**config.mk**
```make
export PLATFORM = sky130hd
export DESIGN_NAME = mult_share_arb
export DESIGN_NICKNAME = d
export VERILOG_FILES = /design/src/rtl/mult_share_arb_pkg.sv /design/src/rtl/mult_arb_pick.sv /design/src/rtl/mult_share_arb.sv
export SDC_FILE = /design/constraint.sdc
export NUM_CORES = 1
export LEC_CHECK = 0
export BUFFER_PORTS_ARGS = -buffer_cell sky130_fd_sc_hd__buf_2
export CAP_MARGIN = 20
export CORE_ASPECT_RATIO = 0.75
export CORE_UTILIZATION = 45
export DETAILED_ROUTE_END_ITERATION = 8
export PLACE_DENSITY = 0.92
export SLEW_MARGIN = 30
export SYNTH_ARGS = -nofsm -noshare
export SYNTH_HDL_FRONTEND = slang
export SYNTH_HIERARCHICAL = 1
export SYNTH_SLANG_ARGS = --single-unit
```
**constraint.sdc**
```tcl
create_clock -name clk -period 2.4 [get_ports clk]
set_input_delay 0.24 -clock clk [delete_from_list [all_inputs] [get_ports clk]]
set_output_delay 0.24 -clock clk [all_outputs]
set_load 0.01 [all_outputs]
```
**src/rtl/mult_share_arb_pkg.sv**
```systemverilog
// Shared definitions for the multiplier-sharing arbiter: default sizes and FSM states.
// Arbitration policy is chosen by MULT_SHARE_ARB_RR_EN (see mult_share_arb.sv).
package mult_share_arb_pkg;

  localparam int dp_width = 5;
  localparam int n_req    = 4;
  localparam int st_width = 3;

  // Controller phases: grant, pulse start, see the multiplier go busy,
  // wait for it to come back ready, then strobe done.
  typedef enum logic [st_width-1:0] {
    S_IDLE  = 3'd0,
    S_START = 3'd1,
    S_BUSY  = 3'd2,
    S_WAIT  = 3'd3,
    S_DONE  = 3'd4
  } arb_state_e;

endpackage

```
**src/rtl/mult_arb_pick.sv**
```systemverilog
// Combinational winner selection for the shared multiplier.
// With MULT_SHARE_ARB_RR_EN defined the search starts just after ptr (round-robin);
// otherwise the lowest-indexed requester wins and there is no ptr input.
module mult_arb_pick
  import mult_share_arb_pkg::*;
#(
  parameter int N_REQ = n_req
) (
  input  logic [N_REQ-1:0] req,
`ifdef MULT_SHARE_ARB_RR_EN
  input  logic [((N_REQ > 1) ? $clog2(N_REQ) : 1)-1:0] ptr,
`endif
  output logic [N_REQ-1:0] win
);

`ifdef MULT_SHARE_ARB_RR_EN
  localparam int PTR_W = (N_REQ > 1) ? $clog2(N_REQ) : 1;

  logic [PTR_W:0]     sh;
  logic [N_REQ-1:0]   rot;
  logic [N_REQ-1:0]   low1;

  // Rotate so index ptr+1 lands on bit 0, keep the lowest set bit, rotate back.
  // ptr = N_REQ-1 gives a shift of N_REQ, which is the identity rotation.
  always_comb begin
    sh   = {1'b0, ptr} + {{PTR_W{1'b0}}, 1'b1};
    rot  = N_REQ'({req, req} >> sh);
    low1 = rot & (~rot + {{(N_REQ-1){1'b0}}, 1'b1});
    win  = N_REQ'(({low1, low1} << sh) >> N_REQ);
  end
`else
  // Fixed priority: isolate the lowest set request bit.
  always_comb begin
    win = req & (~req + {{(N_REQ-1){1'b0}}, 1'b1});
  end
`endif

endmodule

```
**src/rtl/mult_share_arb.sv**
```systemverilog
// Shares one sequential start/rdy multiplier between N_REQ requesters.
// A winner's operands are latched at grant, the multiplier gets a one-cycle start,
// and the registered product is returned with a one-cycle done strobe.
// Build option: MULT_SHARE_ARB_RR_EN selects round-robin arbitration (default: fixed
// priority, lowest index wins, no pointer register).
// Handshake: req is a level held until done; gnt is one-hot from grant through done;
// m_start is a single-cycle pulse; the multiplier is taken as accepted once m_rdy drops,
// and its product is taken on the first m_rdy high after that.
module mult_share_arb
  import mult_share_arb_pkg::*;
#(
  parameter int N_REQ    = n_req,
  parameter int DP_WIDTH = dp_width
) (
  input  logic                      clk,
  input  logic                      rst_b,
  input  logic [N_REQ-1:0]          req,
  input  logic [N_REQ*DP_WIDTH-1:0] a_in,
  input  logic [N_REQ*DP_WIDTH-1:0] b_in,
  output logic [N_REQ-1:0]          gnt,
  output logic [N_REQ-1:0]          done,
  output logic [2*DP_WIDTH-1:0]     result,
  output logic                      m_start,
  output logic [DP_WIDTH-1:0]       m_multiplicand,
  output logic [DP_WIDTH-1:0]       m_multiplier,
  input  logic                      m_rdy,
  input  logic [2*DP_WIDTH-1:0]     m_product
);

  arb_state_e          state;
  logic [N_REQ-1:0]    win;
  logic [DP_WIDTH-1:0] a_sel;
  logic [DP_WIDTH-1:0] b_sel;
  logic                take;

`ifdef MULT_SHARE_ARB_RR_EN
  localparam int PTR_W = (N_REQ > 1) ? $clog2(N_REQ) : 1;
  logic [PTR_W-1:0] ptr;
  logic [PTR_W-1:0] win_idx;
`endif

  mult_arb_pick #(
    .N_REQ (N_REQ)
  ) u_pick (
    .req (req),
`ifdef MULT_SHARE_ARB_RR_EN
    .ptr (ptr),
`endif
    .win (win)
  );

  // A new operation is accepted only from idle with the multiplier ready.
  assign take = (state == S_IDLE) && (|req) && m_rdy;

  // Route the winner's operands to the latch inputs.
  always_comb begin
    a_sel = '0;
    b_sel = '0;
    for (int i = 0; i < N_REQ; i++) begin
      if (win[i]) begin
        a_sel = a_in[i*DP_WIDTH +: DP_WIDTH];
        b_sel = b_in[i*DP_WIDTH +: DP_WIDTH];
      end
    end
  end

  // Controller FSM with grant, operand latch, start pulse, result and done strobe.
  always_ff @(posedge clk) begin
    if (!rst_b) begin
      state          <= S_IDLE;
      gnt            <= '0;
      done           <= '0;
      m_start        <= 1'b0;
      m_multiplicand <= '0;
      m_multiplier   <= '0;
      result         <= '0;
    end else begin
      m_start <= 1'b0;
      done    <= '0;
      case (state)
        S_IDLE: begin
          if (take) begin
            gnt            <= win;
            m_multiplicand <= a_sel;
            m_multiplier   <= b_sel;
            m_start        <= 1'b1;
            state          <= S_START;
          end
        end
        S_START: state <= S_BUSY;
        S_BUSY: begin
          if (!m_rdy) state <= S_WAIT;
        end
        S_WAIT: begin
          if (m_rdy) begin
            result <= m_product;
            done   <= gnt;
            state  <= S_DONE;
          end
        end
        S_DONE: begin
          gnt   <= '0;
          state <= S_IDLE;
        end
        default: state <= S_IDLE;
      endcase
    end
  end

`ifdef MULT_SHARE_ARB_RR_EN
  // Encode the one-hot winner so it can become the next search origin.
  always_comb begin
    win_idx = '0;
    for (int i = 0; i < N_REQ; i++) begin
      if (win[i]) win_idx = PTR_W'(i);
    end
  end

  // Round-robin pointer remembers the last granted requester.
  always_ff @(posedge clk) begin
    if (!rst_b) begin
      ptr <= PTR_W'(N_REQ - 1);
    end else if (take) begin
      ptr <= win_idx;
    end
  end
`endif

endmodule

```
---- Word-level counts from Yosys, hierarchy flattened ----
Index checks and enable logic that the tools add are counted.
storage, ports and cells
  flip-flop bits (word level) ............. 32
  input bits .............................. 57
  output and inout bits ................... 29
  logic and storage cells ................. 43
cells by class
  $add $sub $neg .......................... 1
  equality and inequality tests ........... 7
  muxes and demuxes ....................... 15
  bitwise operators ....................... 2
  reduce and logical (&&, ||, !) cells .... 11
operator list
  kind                                                                   count
  5-bit 2-to-1 mux                                                       8
  3-bit one-hot mux with 4 select lines                                  1
  3-bit 2-to-1 mux                                                       3
  4-bit one-hot mux with 2 select lines                                  1
  2-bit AND reduction                                                    4
  3-bit by 2-bit equality test with 1-bit output, second input constant  2
  2-bit inequality test, second input constant                           3
  3-bit AND reduction                                                    2
  4-bit by 1-bit adder with 4-bit output, second input constant          1
  4-bit AND                                                              1
  4-bit 2-to-1 mux                                                       1
  4-bit inverter                                                         1
  4-bit OR reduction                                                     1
  3-bit by 1-bit equality test with 1-bit output, second input constant  1
  3-bit equality test, second input constant                             1
  3-bit zero test                                                        1
  1-bit logical AND                                                      2
  2-bit nonzero test                                                     1
  1-bit 2-to-1 mux                                                       1

---- Depth between registers and ports, before layout ----
Gate-level depths: netlist of the first run.
  depth after elaboration ................. 7
  gate-level depth with buffers ........... 6
  depth with buffers taken out ............ 4

---- By module ----
The synthesis of the first run kept the hierarchy.
by module, submodules not included
  module          instances  cells an instance  area an instance (µm²)  sequential area each (µm²)
  mult_share_arb  1          156                1411.4                  640.6
  mult_arb_pick   1          4                  36.3                    0.0

---- Worst setup path before layout of the first run ----
Ideal clock, no wire load.
  path kind ............................... reg-to-reg
  start point ............................. register state[0]
  end point ............................... register gnt[3]
  library setup time ...................... 70 ps
  arrival time ............................ 1388 ps
  required time ........................... 2330 ps
  setup slack ............................. 942 ps
  stages on the path, launching flop included .. 6
  path buffers ............................ 2
  clock period less this slack ............ 1458 ps
  path through ............................ dfxtp_1 buf_6 or3b_1 clkbuf_2 or4_1 a21boi_1
on the way
  cells in the longest elaborated chain, start to end .. 5
  elaborated cells on any way between the ends .. 8
  those cells by class .................... eq/ne (2); mux (1); reduce/logical (5)
ends and longest elaborated chain
  item                                    RTL line                                    source
  start, declared                         mult_share_arb.sv:30                        arb_state_e state;
  start signal, assigned                  mult_share_arb.sv:70                        state <= S_IDLE;
  start signal, assigned                  mult_share_arb.sv:87                        state <= S_START;
  start signal, assigned                  mult_share_arb.sv:90                        S_START: state <= S_BUSY;
  3-bit zero test                         mult_share_arb.sv:53, mult_share_arb.sv:80
  1-bit logical AND (2 in series)         mult_share_arb.sv:53                        assign take = (state == S_IDLE) && (|req) && m_rdy;
  2-bit inequality test (no source line)  n/a
  2-bit AND reduction (no source line)    n/a
  end signal, assigned                    mult_share_arb.sv:83                        gnt <= win;
  end, declared                           mult_share_arb.sv:20                        output logic [N_REQ-1:0] gnt,
Several ways; a longest one is shown, not always the timed one.
A chain may end at the register's enable or synchronous reset.

---- Worst setup path after layout of the first run ----
  start point ............................. register state[1]
  end point ............................... register m_multiplier[4]
on the way
  cells in the longest elaborated chain, start to end .. 4
ends and longest elaborated chain
  item                                    RTL line                                    source
  3-bit zero test *                       mult_share_arb.sv:53, mult_share_arb.sv:80
  1-bit logical AND (2 in series)         mult_share_arb.sv:53
  2-bit AND reduction (no source line) *  n/a
  end signal, assigned                    mult_share_arb.sv:85                        m_multiplier <= b_sel;
  end, declared                           mult_share_arb.sv:25                        output logic [DP_WIDTH-1:0] m_multiplier,
Every way passes the cells marked *; elsewhere a longest branch is shown, timed or not.

==> summary.md, run 1 <==
| Metric | Value |
|---|---|
| Peak supply drop | `332 uV` |
| H-tree Lvls | `2` |
| Worst setup EP type | `register` |
| First DRT Iteration DRCs | `86` |
| Summed instance area of the synthesized netlist | `1450 um2` |
| Layout cell share with drive strength beyond 1 | `0.408` |
| Largest cells by area after synthesis | `dfxtp_1 (44%), a21boi_0 (6.7%), a221oi_1 (6.1%)` |
| FP Rows | `17` |
| Clock tree from TritonCTS | `built` |
| Die ar. | `3450 um2` |
| Synthesized instance count | `160` |
| Fraction of post-synthesis cell area in the top cell type by area | `0.443` |
| Die Span X | `67.5 um` |
| Final wirelength | `4.02 mm` |
| CTS hold repair buffers | `0` |
| Number of fill cells in the layout | `262` |
| Total nets after synthesis | `217` |
| Buffer levels on the longest clock path | `2` |
| Number of diodes added for antenna fixing | `0` |
| First-pass DRT Iterations | `4` |
| Mean instance size in the synthesized netlist | `9.05 um2` |
| Worst slew margin relative to its limit | `0.562` |
| Average wire per cell in the routed design | `14.5 um` |
| Gates resized, CTS repair | `0` |
| Clk root buf | `clkbuf_8` |
| Leak | `0.881 nW` |
| Global-route usage over all layers | `0.247` |
| Startpoint Class | `register` |
| Die extent in y | `51.1 um` |
| Sequential standard cell area | `641 um2` |
| Number of stages on the worst hold path | `3` |
| Leading cell types in the layout, fill and taps excluded | `buf_2 (85), dfxtp_1 (32), nand2_1 (20)` |
| Worst clock skew | `0.00635 ns` |
| Clock Sink Count | `32` |
| Number of cells on the worst reg-to-reg path | `3` |
| Starting Density | `0.483` |
| Floorplan core area | `3000 um2` |
| TritonCTS buffer count | `5` |
| Overflow after GRT | `0` |
| RSZ-0062 raised after global routing | `false` |
| Arrival time at the worst endpoint | `1.86 ns` |
| I/O Pins | `86` |
| Worst-skew pair later-pin latency | `0.28 ns` |
| Netlist cell types | `33` |
| Hold path start | `m_product[1]` |
| Min cycle time layout | `1.67 ns` |
| Sequential fraction of the synthesis area | `0.443` |
| Pins over their slew limit | `0` |
| Destination of the worst hold path | `result[1]$_SDFFE_PN0P_` |
| Number of nets with antenna violations after routing | `0` |
| Run status | `complete, no violations` |
| Hold Fails Final Rpt | `0` |
| Total of max-cap violations | `0` |
| Number of register bits inferred by synthesis | `32` |
| Clock-pin slew of the registers on the worst-case setup and hold paths | `0.07 ns` |
| # nets final | `296` |
| Aggregate negative setup slack | `0 ns` |
| Vias in the first global route | `1398` |
| Highest clock frequency the design can meet | `0.597 GHz` |
| Utilization of the core after routing | `0.651` |
| Most common cell after layout, fill and taps aside | `buf_2` |
| Placed wire-length estimate | `2.97 mm` |
| Cell type with the highest aggregate area in the netlist | `dfxtp_1` |
| First-pass GRT wire length | `6.24 mm` |
| Via count normalized by instance count | `5.52` |
| Launching point of the worst reg2reg path | `state[1]$_SDFFE_PN0P_` |
| Post-CTS setup-driven buffer insertion count | `0` |
| Largest fanout of any net on the critical path | `11` |
| Worst Tran Pin Value | `0.656 ns` |
| DP Area | `1860 um2` |
| Worst Setup Path Type | `register to register` |
| Required time at the endpoint of the critical path | `2.58 ns` |
| Count of buffers from port buffering | `85` |
| Pre-CTS worst setup slack | `0.607 ns` |
| Maximum number of pins on one net before global-route repair | `23` |
| Final Cell Area | `1950 um2` |
| Register-to-register path setup slack | `0.73 ns` |
| Min setup slack post-route | `0.725 ns` |
| Synth warn | `6` |
| Class of the worst hold path | `input pin to register` |
| RD Place Congestion | `0.810` |
| Total setup violations reported at the end of the flow | `0` |
| Share of the cycle needed by the critical path after routing | `0.698` |
| Number of vias in the routed layout | `1534` |
| Residual DRC count | `0` |
| Endpoint of the lowest-slack register-to-register path | `m_multiplier[4]$_SDFFE_PN0P_` |
| Power per unit of standard cell area | `600 nW/um2` |
| Multi-input gate area | `686 um2` |
| Layout Area Growth over Synthesis | `34.9%` |
| Initial antenna violation count | `0` |
## power by group
group	internal, mW	switching (mW)	total [mW]
Clock	0.234	0.192	0.426
Sequential	0.554	0.0162	0.570
Combinational	0.0871	0.0896	0.177
## through the flow
step,power (mW),hold slack (ns),cells
finish,1.17,0.208,278
global route,1.23,0.216,278
CTS,1.17,0.206,278
detailed placement,0.756,0.445,270
global placement,0.750,0.440,270
floorplan,0.677,0.350,160
## Yosys cell counts (all sizes together)
cell	number
nor3b	2
nor4b	2
or3b	3
o21ai	2
o22ai	10
nand2b	1
and3	4
o211ai	4
and4b	1
nor4	1
a21boi	14
o32ai	10
nand3	1
dfxtp	32
clkbuf	7
inv	13
nand4b	4
a31oi	1
buf	8
nand2	20
nor2b	4
or2	1
or4	2
a21bo	1
a221oi	10
and2	2
## flip-flops by register name, indices dropped and copies added (netlist names)
| signal | flops |
|---|---|
| m_multiplier | 5 |
| gnt | 4 |
| state | 3 |
| result | 10 |
| m_start | 1 |
| done | 4 |
| m_multiplicand | 5 |
## kinds of logic (layout without fill, tap and decap cells)
group / count (synthesis) / count (layout) / synth area share
simple gates: 48 / 48 / 0.198
compound gates: 52 / 52 / 0.276
flops: 32 / 32 / 0.443
buf+inv: 28 / 108 / 0.0838
## worst max-delay path by stage
stage                                     start                        endpoint  slack [ns]  cells past startpoint
after detailed placement                 req[0]             gnt[3]$_SDFFE_PN0P_        0.61                      5
after floorplan           state[0]$_SDFFE_PN0P_             gnt[3]$_SDFFE_PN0P_        0.94                      5
after global placement                   req[0]             gnt[3]$_SDFFE_PN0P_        0.74                      5
after global routing      state[0]$_SDFFE_PN0P_  m_multiplicand[3]$_SDFFE_PN0P_        0.59                      3
final                     state[1]$_SDFFE_PN0P_    m_multiplier[4]$_SDFFE_PN0P_        0.73                      3
after CTS                 state[0]$_SDFFE_PN0P_    m_multiplier[4]$_SDFFE_PN0P_        0.75                      3
## worst max-delay path, stage by stage (launching register included)
cell and delay, ns:
dfxtp_1 0.38, nor4b_1 0.40, nand3_1 0.40, o32ai_1 0.39
## per-layer routing
metal | wire length, um | track usage | share of wire | vias to the layer above
met2 | 2030 | 0.399 | 0.51 | 45
met4 | 54 | 0.0851 | 0.013 | 0
li1 | - | - | - | 753
met5 | 0 | 0 | 0 | -
met3 | 212 | 0.0692 | 0.053 | 7
met1 | 1720 | 0.311 | 0.43 | 729
## layout make-up
type	instances	share of cell area
timing repair buffer	87	0.225
inverter	13	0.0250
tap	38	0.0243
multi-input combinational	100	0.351
sequential	32	0.328
clock buffer	8	0.0461
Power figures use the tool's default switching activity.
==> inputs of run 2 (changes only) <==
--- a/config.mk
+++ b/config.mk
@@ -8,9 +8,9 @@
 export BUFFER_PORTS_ARGS = -buffer_cell sky130_fd_sc_hd__buf_2
 export CAP_MARGIN = 20
 export CORE_ASPECT_RATIO = 0.75
-export CORE_UTILIZATION = 45
+export CORE_UTILIZATION = 38
 export DETAILED_ROUTE_END_ITERATION = 8
-export PLACE_DENSITY = 0.92
+export PLACE_DENSITY = 0.83
 export SLEW_MARGIN = 30
 export SYNTH_ARGS = -nofsm -noshare
 export SYNTH_HDL_FRONTEND = slang
==> constraint.sdc (replaced) <==
create_clock -name clk -period 1.4 [get_ports clk]
set_input_delay 0.14 -clock clk [delete_from_list [all_inputs] [get_ports clk]]
set_output_delay 0.14 -clock clk [all_outputs]
set_load 0.01 [all_outputs]
==> run 2 against run 1 <==
The run now ends with setup timing left. Highest routed layer unchanged. Setup slack got worse by 0.77 ns. Sequential power rose by 71%. Via count rose by 5.5%. Final area rose by 13%. Clock power rose by 71%. Clock skew rose by 0.0011 ns. Fmax rose by 16%. Critical path depth rose by 1. Routed wire length rose by 10%. Die area rose by 18%.
==> summary.md, run 2 (synthesis gave the netlist of run 1 again) <==
| Metric | Value |
|---|---|
| Min Hold Slack | `0.107 ns (was 0.208 ns)` |
| Vias in the first global route | `1472 (was 1398)` |
| Register containing the most flip-flops in the final layout | `result (unchanged)` |
| Number of stages on the worst hold path | `3 (unchanged)` |
| Required time at the endpoint of the critical path | `1.58 ns (was 2.58 ns)` |
| Worst Setup Path Type | `register to register (unchanged)` |
| Highest clock frequency the design can meet | `0.694 GHz (was 0.597 GHz)` |
| Die extent in y | `55.5 um (was 51.1 um)` |
| Largest fanout of any net on the critical path | `4 (was 11)` |
| Worst slew margin relative to its limit | `0.544 (was 0.562)` |
| Hold Fails Final Rpt | `0 (unchanged)` |
| Floorplan core area | `3660 um2 (was 3000 um2)` |
| Residual DRC count | `0 (unchanged)` |
| Pins over their slew limit | `0 (unchanged)` |
| Leak | `1.00 nW (was 0.881 nW)` |
| Clock Sink Count | `32 (unchanged)` |
| Run status | `finished with violations (was complete, no violations)` |
| FP Rows | `19 (was 17)` |
| Destination of the worst hold path | `result[8]$_SDFFE_PN0P_ (was result[1]$_SDFFE_PN0P_)` |
| Arrival time at the worst endpoint | `1.62 ns (was 1.86 ns)` |
| Clock tree from TritonCTS | `built (unchanged)` |
| Most common cell after layout, fill and taps aside | `buf_2 (unchanged)` |
| Class of the worst hold path | `input pin to register (unchanged)` |
| Min cycle time layout | `1.44 ns (was 1.67 ns)` |
| Min setup slack post-route | `-0.0411 ns (was 0.725 ns)` |
| Power per unit of standard cell area | `959 nW/um2 (was 600 nW/um2)` |
| Biggest regs | `result x10, m_multiplicand x5, m_multiplier x5 (unchanged)` |
| Layout Area Growth over Synthesis | `52.1% (was 34.9%)` |
| Peak supply drop | `452 uV (was 332 uV)` |
| Number of vias in the routed layout | `1618 (was 1534)` |
| Endpoint of the lowest-slack register-to-register path | `m_multiplier[2]$_SDFFE_PN0P_ (was m_multiplier[4]$_SDFFE_PN0P_)` |
| Pre-CTS worst setup slack | `-0.273 ns (was 0.607 ns)` |
| Hold path start | `m_product[8] (was m_product[1])` |
| Register-to-register path setup slack | `-0.04 ns (was 0.73 ns)` |
| Share of the cycle needed by the critical path after routing | `1.03 (was 0.698)` |
| Buffer levels on the longest clock path | `2 (unchanged)` |
| Global-route usage over all layers | `0.211 (was 0.247)` |
| Number of cells on the worst reg-to-reg path | `4 (was 3)` |
| Count of buffers from port buffering | `85 (unchanged)` |
| Clk root buf | `clkbuf_8 (unchanged)` |
| Maximum number of pins on one net before global-route repair | `21 (was 23)` |
| Final wirelength | `4.42 mm (was 4.02 mm)` |
| Worst-skew pair later-pin latency | `0.28 ns (about the same)` |
| Worst clock skew | `0.00742 ns (was 0.00635 ns)` |
| Via count normalized by instance count | `5.24 (was 5.52)` |
| Layout cell share with drive strength beyond 1 | `0.502 (was 0.408)` |
| Die ar. | `4060 um2 (was 3450 um2)` |
| Worst Tran Pin Value | `0.682 ns (was 0.656 ns)` |
| Overflow after GRT | `0 (unchanged)` |
| Failing checks | `setup timing` |
| Total setup violations reported at the end of the flow | `1 (was 0)` |
| First-pass GRT wire length | `6.56 mm (was 6.24 mm)` |
| Clock-pin slew of the registers on the worst-case setup and hold paths | `0.07 ns (about the same)` |
| # nets final | `313 (was 296)` |
| Initial antenna violation count | `0 (unchanged)` |
| I/O Pins | `86 (unchanged)` |
| Average wire per cell in the routed design | `14.3 um (was 14.5 um)` |
| Launching point of the worst reg2reg path | `state[0]$_SDFFE_PN0P_ (was state[1]$_SDFFE_PN0P_)` |
| TritonCTS buffer count | `5 (unchanged)` |
| Number of diodes added for antenna fixing | `0 (unchanged)` |
| CTS hold repair buffers | `0 (unchanged)` |
| Placed wire-length estimate | `3.19 mm (was 2.97 mm)` |
| First-pass DRT Iterations | `4 (unchanged)` |
| Die Span X | `73.3 um (was 67.5 um)` |
| Max FFs per register | `10 (unchanged)` |
| Leading cell types in the layout, fill and taps excluded | `buf_2 (85), dfxtp_1 (29), nand2_1 (20) (was buf_2 (85), dfxtp_1 (32), nand2_1 (20))` |
| Worst setup EP type | `register (unchanged)` |
| Startpoint Class | `register (unchanged)` |
| Number of nets with antenna violations after routing | `0 (unchanged)` |
| Overall power | `2.11 mW (was 1.17 mW)` |
| Cell count after placement | `300 (was 270)` |
| Starting Density | `0.395 (was 0.483)` |
| H-tree Lvls | `2 (unchanged)` |
| Number of non-filler instances in the completed layout | `309 (was 278)` |
| RD Place Congestion | `0.817 (was 0.810)` |
| First DRT Iteration DRCs | `100 (was 86)` |
| RSZ-0062 raised after global routing | `true (was false)` |
| Total of max-cap violations | `0 (unchanged)` |
run 2: final cells by class:
class	count	area, um2
Clock buffer	6	82.6
Clock inverter	2	10.0
Fill cell	336	1460
Inverter	13	48.8
Multi-Input combinational cell	100	776
Sequential cell	32	644
Tap cell	52	65.1
Timing Repair Buffer	104	576
run 2: layer usage:
| metal | GRT usage | share of wire |
|---|---|---|
| met5 | 0 | 0 |
| met4 | 0.0868 | 0.017 |
| met3 | 0.0675 | 0.055 |
| met2 | 0.328 | 0.49 |
| met1 | 0.268 | 0.44 |
run 2: worst max-delay path by stage:
stage,start,to,slack [ns]
2_1_floorplan,state[0]$_SDFFE_PN0P_,gnt[3]$_SDFFE_PN0P_,-0.06
3_3_place_gp,state[0]$_SDFFE_PN0P_,m_multiplier[0]$_SDFFE_PN0P_,-0.07
4_1_cts,state[1]$_SDFFE_PN0P_,m_multiplier[1]$_SDFFE_PN0P_,0.01
3_5_place_dp,state[0]$_SDFFE_PN0P_,m_multiplier[1]$_SDFFE_PN0P_,-0.27
5_1_grt,state[0]$_SDFFE_PN0P_,m_multiplier[2]$_SDFFE_PN0P_,-0.08
6_report,state[0]$_SDFFE_PN0P_,m_multiplier[2]$_SDFFE_PN0P_,-0.04
run 2: worst max-delay path, stage by stage (launching register included):
cell and delay, ns:
dfxtp_2 0.34, nor4b_4 0.37, nand3_2 0.16, buf_6 0.16, o32ai_1 0.31
run 2: power by group:
group | leakage, nW | switching (mW) | total (mW) | internal, mW
combinational | 0.690 | 0.199 | 0.407 | 0.208
clock | 0.0510 | 0.338 | 0.730 | 0.392
sequential | 0.261 | 0.0248 | 0.975 | 0.950
total | 1.00 | 0.562 | 2.11 | 1.55
run 2: stage by stage:
stage / cell area [um2] / utilization / setup TNS [ns]
after floorplan: 1450 / - / -0.0584
after global placement: 2000 / 0.546 / -0.623
after detailed placement: 2000 / 0.546 / -2.42
after CTS: 2130 / 0.582 / 0
after global routing: 2200 / 0.602 / -0.127
final: 2200 / 0.602 / -0.0411
run 2: timing repair:
action / 4_1_cts / 5_1_grt
resized for setup: 6 / 11
buffers inserted: 0 / 1
pin swaps: 2 / 2
endpoints found under the hold margin: 0 / 0
setup endpoints to repair: 11 / 15
